### src/rtl/rs_alu_station.sv
// Reservation station for the integer ALU. It holds dispatched micro-ops, snoops
// both CDBs to resolve pending operands, and issues the lowest ready entry each cycle.

module rs_alu_entry #(
  parameter int ROB_W = 4
) (
  input  logic             clk,
  input  logic             rst,
  input  logic             rdy,
  input  logic             clear,
  input  logic             wr,
  input  logic             sel,
  input  logic [5:0]       iss_op,
  input  logic             iss_qj_valid,
  input  logic [ROB_W-1:0] iss_qj,
  input  logic [31:0]      iss_vj,
  input  logic             iss_qk_valid,
  input  logic [ROB_W-1:0] iss_qk,
  input  logic [31:0]      iss_vk,
  input  logic [ROB_W-1:0] iss_dest,
  input  logic             alu_flag,
  input  logic [31:0]      alu_val,
  input  logic [ROB_W-1:0] alu_idx,
  input  logic             lsb_flag,
  input  logic [31:0]      lsb_val,
  input  logic [ROB_W-1:0] lsb_idx,
  output logic             busy,
  output logic             ready,
  output logic [5:0]       op,
  output logic [31:0]      vj,
  output logic [31:0]      vk,
  output logic [ROB_W-1:0] dest
);

  typedef struct packed {
    logic             busy;
    logic [5:0]       op;
    logic [31:0]      vj;
    logic [31:0]      vk;
    logic             qj_valid;
    logic [ROB_W-1:0] qj;
    logic             qk_valid;
    logic [ROB_W-1:0] qk;
    logic [ROB_W-1:0] dest;
  } ent_t;

  ent_t ent, ent_nxt;

  // Resolve one operand against both CDBs; the ALU bus wins if both match.
  function automatic logic [32:0] snoop(input logic pend, input logic [ROB_W-1:0] tag,
                                        input logic [31:0] val);
    logic [32:0] r;
    r = {pend, val};
    if (pend && alu_flag && tag == alu_idx)      r = {1'b0, alu_val};
    else if (pend && lsb_flag && tag == lsb_idx) r = {1'b0, lsb_val};
    return r;
  endfunction

  always_comb begin
    ent_nxt = ent;
    if (wr) begin
      ent_nxt.busy = 1'b1;
      ent_nxt.op   = iss_op;
      ent_nxt.qj   = iss_qj;
      ent_nxt.qk   = iss_qk;
      ent_nxt.dest = iss_dest;
      {ent_nxt.qj_valid, ent_nxt.vj} = snoop(iss_qj_valid, iss_qj, iss_vj);
      {ent_nxt.qk_valid, ent_nxt.vk} = snoop(iss_qk_valid, iss_qk, iss_vk);
    end else if (ent.busy) begin
      {ent_nxt.qj_valid, ent_nxt.vj} = snoop(ent.qj_valid, ent.qj, ent.vj);
      {ent_nxt.qk_valid, ent_nxt.vk} = snoop(ent.qk_valid, ent.qk, ent.vk);
      if (sel) ent_nxt.busy = 1'b0;
    end
  end

  always_ff @(posedge clk) begin
    if (rst)        ent <= '0;
    else if (rdy) begin
      if (clear)    ent <= '0;
      else          ent <= ent_nxt;
    end
  end

  assign busy  = ent.busy;
  assign ready = ent.busy & ~ent.qj_valid & ~ent.qk_valid;
  assign op    = ent.op;
  assign vj    = ent.vj;
  assign vk    = ent.vk;
  assign dest  = ent.dest;

endmodule

module rs_alu_station #(
  parameter int RS_SIZE  = 16,
  parameter int RS_IDX_W = 4,
  parameter int ROB_W    = 4
) (
  input  logic             clk,
  input  logic             rst,
  input  logic             rdy,
  input  logic             clear_in,
  input  logic             issue_flag_in,
  input  logic [5:0]       issue_op_in,
  input  logic             issue_qj_valid_in,
  input  logic [ROB_W-1:0] issue_qj_in,
  input  logic [31:0]      issue_vj_in,
  input  logic             issue_qk_valid_in,
  input  logic [ROB_W-1:0] issue_qk_in,
  input  logic [31:0]      issue_vk_in,
  input  logic [ROB_W-1:0] issue_dest_in,
  output logic             full_out,
  input  logic             alu_cdb_flag_in,
  input  logic [31:0]      alu_cdb_val_in,
  input  logic [ROB_W-1:0] alu_cdb_idx_in,
  input  logic             lsb_cdb_flag_in,
  input  logic [31:0]      lsb_cdb_val_in,
  input  logic [ROB_W-1:0] lsb_cdb_idx_in,
  output logic             RS_flag_out,
  output logic [5:0]       RS_op_out,
  output logic [31:0]      RS_val1_out,
  output logic [31:0]      RS_val2_out,
  output logic [ROB_W-1:0] RS_idx_in_ROB_out
);

  logic [RS_SIZE-1:0]            busy, ready, wr_vec, sel_vec;
  logic [RS_SIZE-1:0][5:0]       ent_op;
  logic [RS_SIZE-1:0][31:0]      ent_vj, ent_vk;
  logic [RS_SIZE-1:0][ROB_W-1:0] ent_dest;
  logic [RS_IDX_W-1:0]           sel_idx;
  logic                          sel_hit, free_hit;

  genvar g;
  generate
    for (g = 0; g < RS_SIZE; g++) begin : g_ent
      rs_alu_entry #(.ROB_W(ROB_W)) u_ent (
        .clk          (clk),
        .rst          (rst),
        .rdy          (rdy),
        .clear        (clear_in),
        .wr           (wr_vec[g]),
        .sel          (sel_vec[g]),
        .iss_op       (issue_op_in),
        .iss_qj_valid (issue_qj_valid_in),
        .iss_qj       (issue_qj_in),
        .iss_vj       (issue_vj_in),
        .iss_qk_valid (issue_qk_valid_in),
        .iss_qk       (issue_qk_in),
        .iss_vk       (issue_vk_in),
        .iss_dest     (issue_dest_in),
        .alu_flag     (alu_cdb_flag_in),
        .alu_val      (alu_cdb_val_in),
        .alu_idx      (alu_cdb_idx_in),
        .lsb_flag     (lsb_cdb_flag_in),
        .lsb_val      (lsb_cdb_val_in),
        .lsb_idx      (lsb_cdb_idx_in),
        .busy         (busy[g]),
        .ready        (ready[g]),
        .op           (ent_op[g]),
        .vj           (ent_vj[g]),
        .vk           (ent_vk[g]),
        .dest         (ent_dest[g])
      );
    end
  endgenerate

  assign full_out = &busy;

  // Both pickers look at start-of-cycle busy, so a slot freed by selection
  // this cycle is only reused on the next one.
  always_comb begin
    sel_vec  = '0;
    wr_vec   = '0;
    sel_idx  = '0;
    sel_hit  = 1'b0;
    free_hit = 1'b0;
    for (int i = 0; i < RS_SIZE; i++) begin
      if (ready[i] && !sel_hit) begin
        sel_vec[i] = 1'b1;
        sel_idx    = i[RS_IDX_W-1:0];
        sel_hit    = 1'b1;
      end
      if (!busy[i] && !free_hit) begin
        wr_vec[i] = issue_flag_in;
        free_hit  = 1'b1;
      end
    end
  end

  always_ff @(posedge clk) begin
    if (rst || (rdy && clear_in)) begin
      RS_flag_out       <= 1'b0;
      RS_op_out         <= '0;
      RS_val1_out       <= '0;
      RS_val2_out       <= '0;
      RS_idx_in_ROB_out <= '0;
    end else if (rdy) begin
      RS_flag_out       <= sel_hit;
      RS_op_out         <= sel_hit ? ent_op[sel_idx]   : '0;
      RS_val1_out       <= sel_hit ? ent_vj[sel_idx]   : '0;
      RS_val2_out       <= sel_hit ? ent_vk[sel_idx]   : '0;
      RS_idx_in_ROB_out <= sel_hit ? ent_dest[sel_idx] : '0;
    end
  end

endmodule

### config.mk
export PLATFORM = sky130hd
export DESIGN_NAME = rs_alu_station
export DESIGN_NICKNAME = d
export VERILOG_FILES = /design/src/rtl/rs_alu_station.sv
export SDC_FILE = /design/constraint.sdc
export NUM_CORES = 2
export LEC_CHECK = 0
export ABC_AREA = 1
export BUFFER_PORTS_ARGS = -buffer_cell sky130_fd_sc_hd__buf_4
export CORE_MARGIN = 5
export CORE_UTILIZATION = 25
export DETAILED_ROUTE_END_ITERATION = 10
export PLACE_DENSITY = 0.48
export SETUP_SLACK_MARGIN = 0.2
export SYNTH_ARGS = -nofsm -noshare
export SYNTH_HDL_FRONTEND = slang
export SYNTH_SLANG_ARGS = --single-unit
### constraint.sdc
create_clock -name clk -period 6.8 [get_ports clk]
set_input_delay 0.34 -clock clk [delete_from_list [all_inputs] [get_ports clk]]
set_output_delay 0.34 -clock clk [all_outputs]
set_load 0.005 [all_outputs]
==> impl_metrics.json <==
{
  "ys_seq_area_share_pct": 33.4,
  "power.leakage_uw": 0.0349,
  "hold_class": "in -> reg",
  "critical_path_arrival_ns": 5.69,
  "cts_tree": "yes",
  "core-area_mm2": 0.343,
  "cp-end-kind": "flip-flop",
  "io_buffers": 238,
  "yosysTopAreaCell": "dfxtp_1",
  "vias": 100000,
  "drtIter0Drc": 14900,
  "wl_met2_mm": 215,
  "whs_ns": 0.0540,
  "critical_path.startpoint_type": "flip-flop",
  "grt_start_max_net_pins": 264,
  "synth_seq_cells": 1435,
  "final_cells": 16800,
  "clockBufferDepth": 4,
  "numCtsBuffers": 184,
  "swShare_pct": 31.2,
  "fin_area_mm2": 0.0970,
  "seqPwrFrac_pct": 40.3,
  "critPathKind": "reg -> reg",
  "power_frac_comb_pct": 14.5,
  "hold_violations": 0,
  "start_util_pct": 25.1,
  "cp_data_required_time_ns": 7.59,
  "die_w_um": 597,
  "ant_nets": 0,
  "status": "completed",
  "dp_hpwl_mm": 293,
  "p_int_uw": 15500,
  "first_global_vias": 89500,
  "die-area_mm2": 0.356,
  "clk_pin_slew_ns": 0.06,
  "first_pass_iters": 7,
  "viasPerCell": 5.97,
  "drv_cap": 0,
  "wl_per_cell_um": 30.8,
  "peakVddDrop_v": 0.000198,
  "final_max_slew_viol_count": 0,
  "areaGrowthSynthToFinish_pct": 12.7,
  "drc": 0,
  "top_layer": "met5",
  "fmax_ghz": 0.204,
  "synth_top_family_by_area": "compound AO/OA/AOI/OAI gates",
  "avgSynthCellArea_um2": 6.68,
  "crit_fanout": 66,
  "synthMuxAreaShare_pct": 0,
  "row_count": 215,
  "synth_edf_count": 0,
  "synth_top_cell_area_share_pct": 33.4,
  "root_buffer": "clkbuf_16",
  "power_density_mw_per_mm2": 232,
  "synth_compound_area_share_pct": 33.0,
  "worst_pin_slew_ns": 1.43,
  "placed_area_mm2": 0.0906,
  "grt_first_pass_wirelength_mm": 717,
  "netlist_instances": 12900,
  "postCtsSetupBuffers": 0,
  "dp_cells": 16400,
  "grt_usage_pct": 27.5,
  "pin_count": 239,
  "synth.distinct_cells": 50,
  "clock-sinks": 1435,
  "final.min_clock_period_ns": 4.89,
  "grt_overflow": 0,
  "power.switching_uw": 7020,
  "clock_skew_ns": 0.0797,
  "cts.htree.levels": 4,
  "p_total_uw": 22500,
  "pwr-share-clk_pct": 45.2,
  "wl_met1_mm": 207,
  "ys.flop_type": "dfxtp_1",
  "clk_latency_ns": 0.93,
  "finalSetupTns_ns": 0,
  "gp_congestion": 0.924,
  "nets": 12200,
  "ctsResizeCount": 0,
  "layout-drive-gt1-share_pct": 8.54,
  "ys_top_cells_by_area": "dfxtp_1 33%, o211ai_1 13%, nand2_1 11%",
  "synth_warnings": 0,
  "slew-limit-headroom_pct": 4.41,
  "die_h_um": 597,
  "synthAdderAreaFrac_pct": 0,
  "setup_violations": 0,
  "synth.cell_area_mm2": 0.0861,
  "drt_wl_total_mm": 518,
  "finalCritPeriodShare_pct": 72.0,
  "synthXorXnorAreaFrac_pct": 0.692,
  "synth.net_count": 13100,
  "ys_async_sr_fraction_pct": 0,
  "synthSimpleGateAreaFrac_pct": 23.9,
  "rsz0062_at_grt": "false",
  "antenna_found_initial": 62,
  "met3_length_mm": 63.3
}
==> per-stage QoR <==
step	utilization [%]	setup WS, ns
after floorplan	-	4.34
after global placement	26.4	2.19
after detailed placement	26.4	2.16
after CTS	28.3	2.14
after global routing	28.3	1.73
final	28.3	1.91
==> final cells by class <==
cell class / instances / area (µm²)
timing repair buffer: 608 / 5120
clock buffer: 284 / 5500
fill: 37900 / 246000
inverter: 311 / 1250
clock inverter: 48 / 522
tap: 4557 / 5700
multi-input combinational: 9545 / 50100
sequential: 1435 / 28700
antenna: 31 / 77.6
==> timing repair <==
item,in CTS,in global routing
endpoints found under the setup margin,0,0
endpoints found under the hold margin,111,0
hold buffers,33,0
==> layout by cell type, fill, tap and decap left out, types with 50 or more instances in the layout <==
master and count:
a211oi_1 99, a21oi_1 1310, a221oi_1 68, a31oi_1 72, buf_4 537, clkbuf_1 50
clkbuf_16 186, dfxtp_1 1435, inv_1 253, nand2_1 2497, nand3_1 1804, nor2_1 320
o211ai_1 1499, o21ai_0 1320, o21ai_1 72, o22ai_1 139
==> registers in the layout, indices dropped and copies added, names as in the netlist, 6 cells and up <==
register and flops:
g_ent.u_ent.busy 16, g_ent.u_ent.ent 160, g_ent.u_ent.op 96, RS_op_out 6
g_ent.u_ent.dest 64, RS_val2_out 32, g_ent.u_ent.vk 512, RS_val1_out 32
g_ent.u_ent.vj 512
==> worst max-delay path, stage by stage, from the launching register on <==
cell and delay, ns:
dfxtp_1 0.43, nand2_1 0.11, nor2_1 0.13, inv_2 0.06, nor2_2 0.17, nand4_1 0.18, nor2_2 0.24, nand4_2 0.16
nor2_2 0.23, nand3_4 0.51, a21oi_4 0.28, buf_4 0.47, inv_2 0.40, nand2_4 0.12, buf_4 0.80, o21ai_0 0.19
a21oi_1 0.16
==> final timing paths <==
check / startpoint / endpoint / slack [ns] / cells after the start
setup / recovery: g_ent[0].u_ent.busy$_SDFFE_PP0P_ / g_ent[15].u_ent.vk[1]$_SDFFE_PP0P_ / 1.91 / 16
hold / removal: lsb_cdb_val_in[27] / g_ent[10].u_ent.vj[27]$_SDFFE_PP0P_ / 0.05 / 5
setup reg to reg: g_ent[0].u_ent.busy$_SDFFE_PP0P_ / g_ent[15].u_ent.vk[1]$_SDFFE_PP0P_ / 1.91 / 16
hold reg to reg: g_ent[1].u_ent.vk[0]$_SDFFE_PP0P_ / g_ent[1].u_ent.vk[0]$_SDFFE_PP0P_ / 0.46 / 2
==> synth_stat cells (all sizes together) (108+ instances only) <==
| cell type | instances |
|---|---|
| nand2 | 2542 |
| nand3 | 1813 |
| o211ai | 1499 |
| dfxtp | 1435 |
| o21ai | 1401 |
| a21oi | 1317 |
| clkbuf | 1099 |
| buf | 500 |
| nor2 | 346 |
| inv | 300 |
| o22ai | 139 |
| a211oi | 108 |
==> power by group through the flow <==
| stage | clock network [µW] | logic [µW] | registers [µW] |
|---|---|---|---|
| after floorplan | 0 | 1900 | 9170 |
| after global placement | 0 | 3090 | 9240 |
| after detailed placement | 0 | 3110 | 9230 |
| after CTS | 10200 | 3140 | 9050 |
| after global routing | 10500 | 3440 | 9100 |
| final | 10200 | 3270 | 9060 |
==> routing by layer <==
| layer | global-route usage [%] | vias to the layer above |
|---|---|---|
| met2 | 40.4 | 6783 |
| met5 | 0 | - |
| met3 | 7.18 | 1411 |
| met4 | 15.2 | 10 |
| met1 | 36.6 | 47800 |
| li1 | - | 44500 |
==> cells by family after synthesis <==
kind of cell | Yosys count
AOI/OAI and AO/OA | 4688
xor gates and xnor gates | 68
buffers and inverters | 1910
DFF | 1435
and+or+nand+nor | 4789
(Power assumes the default switching activity.)
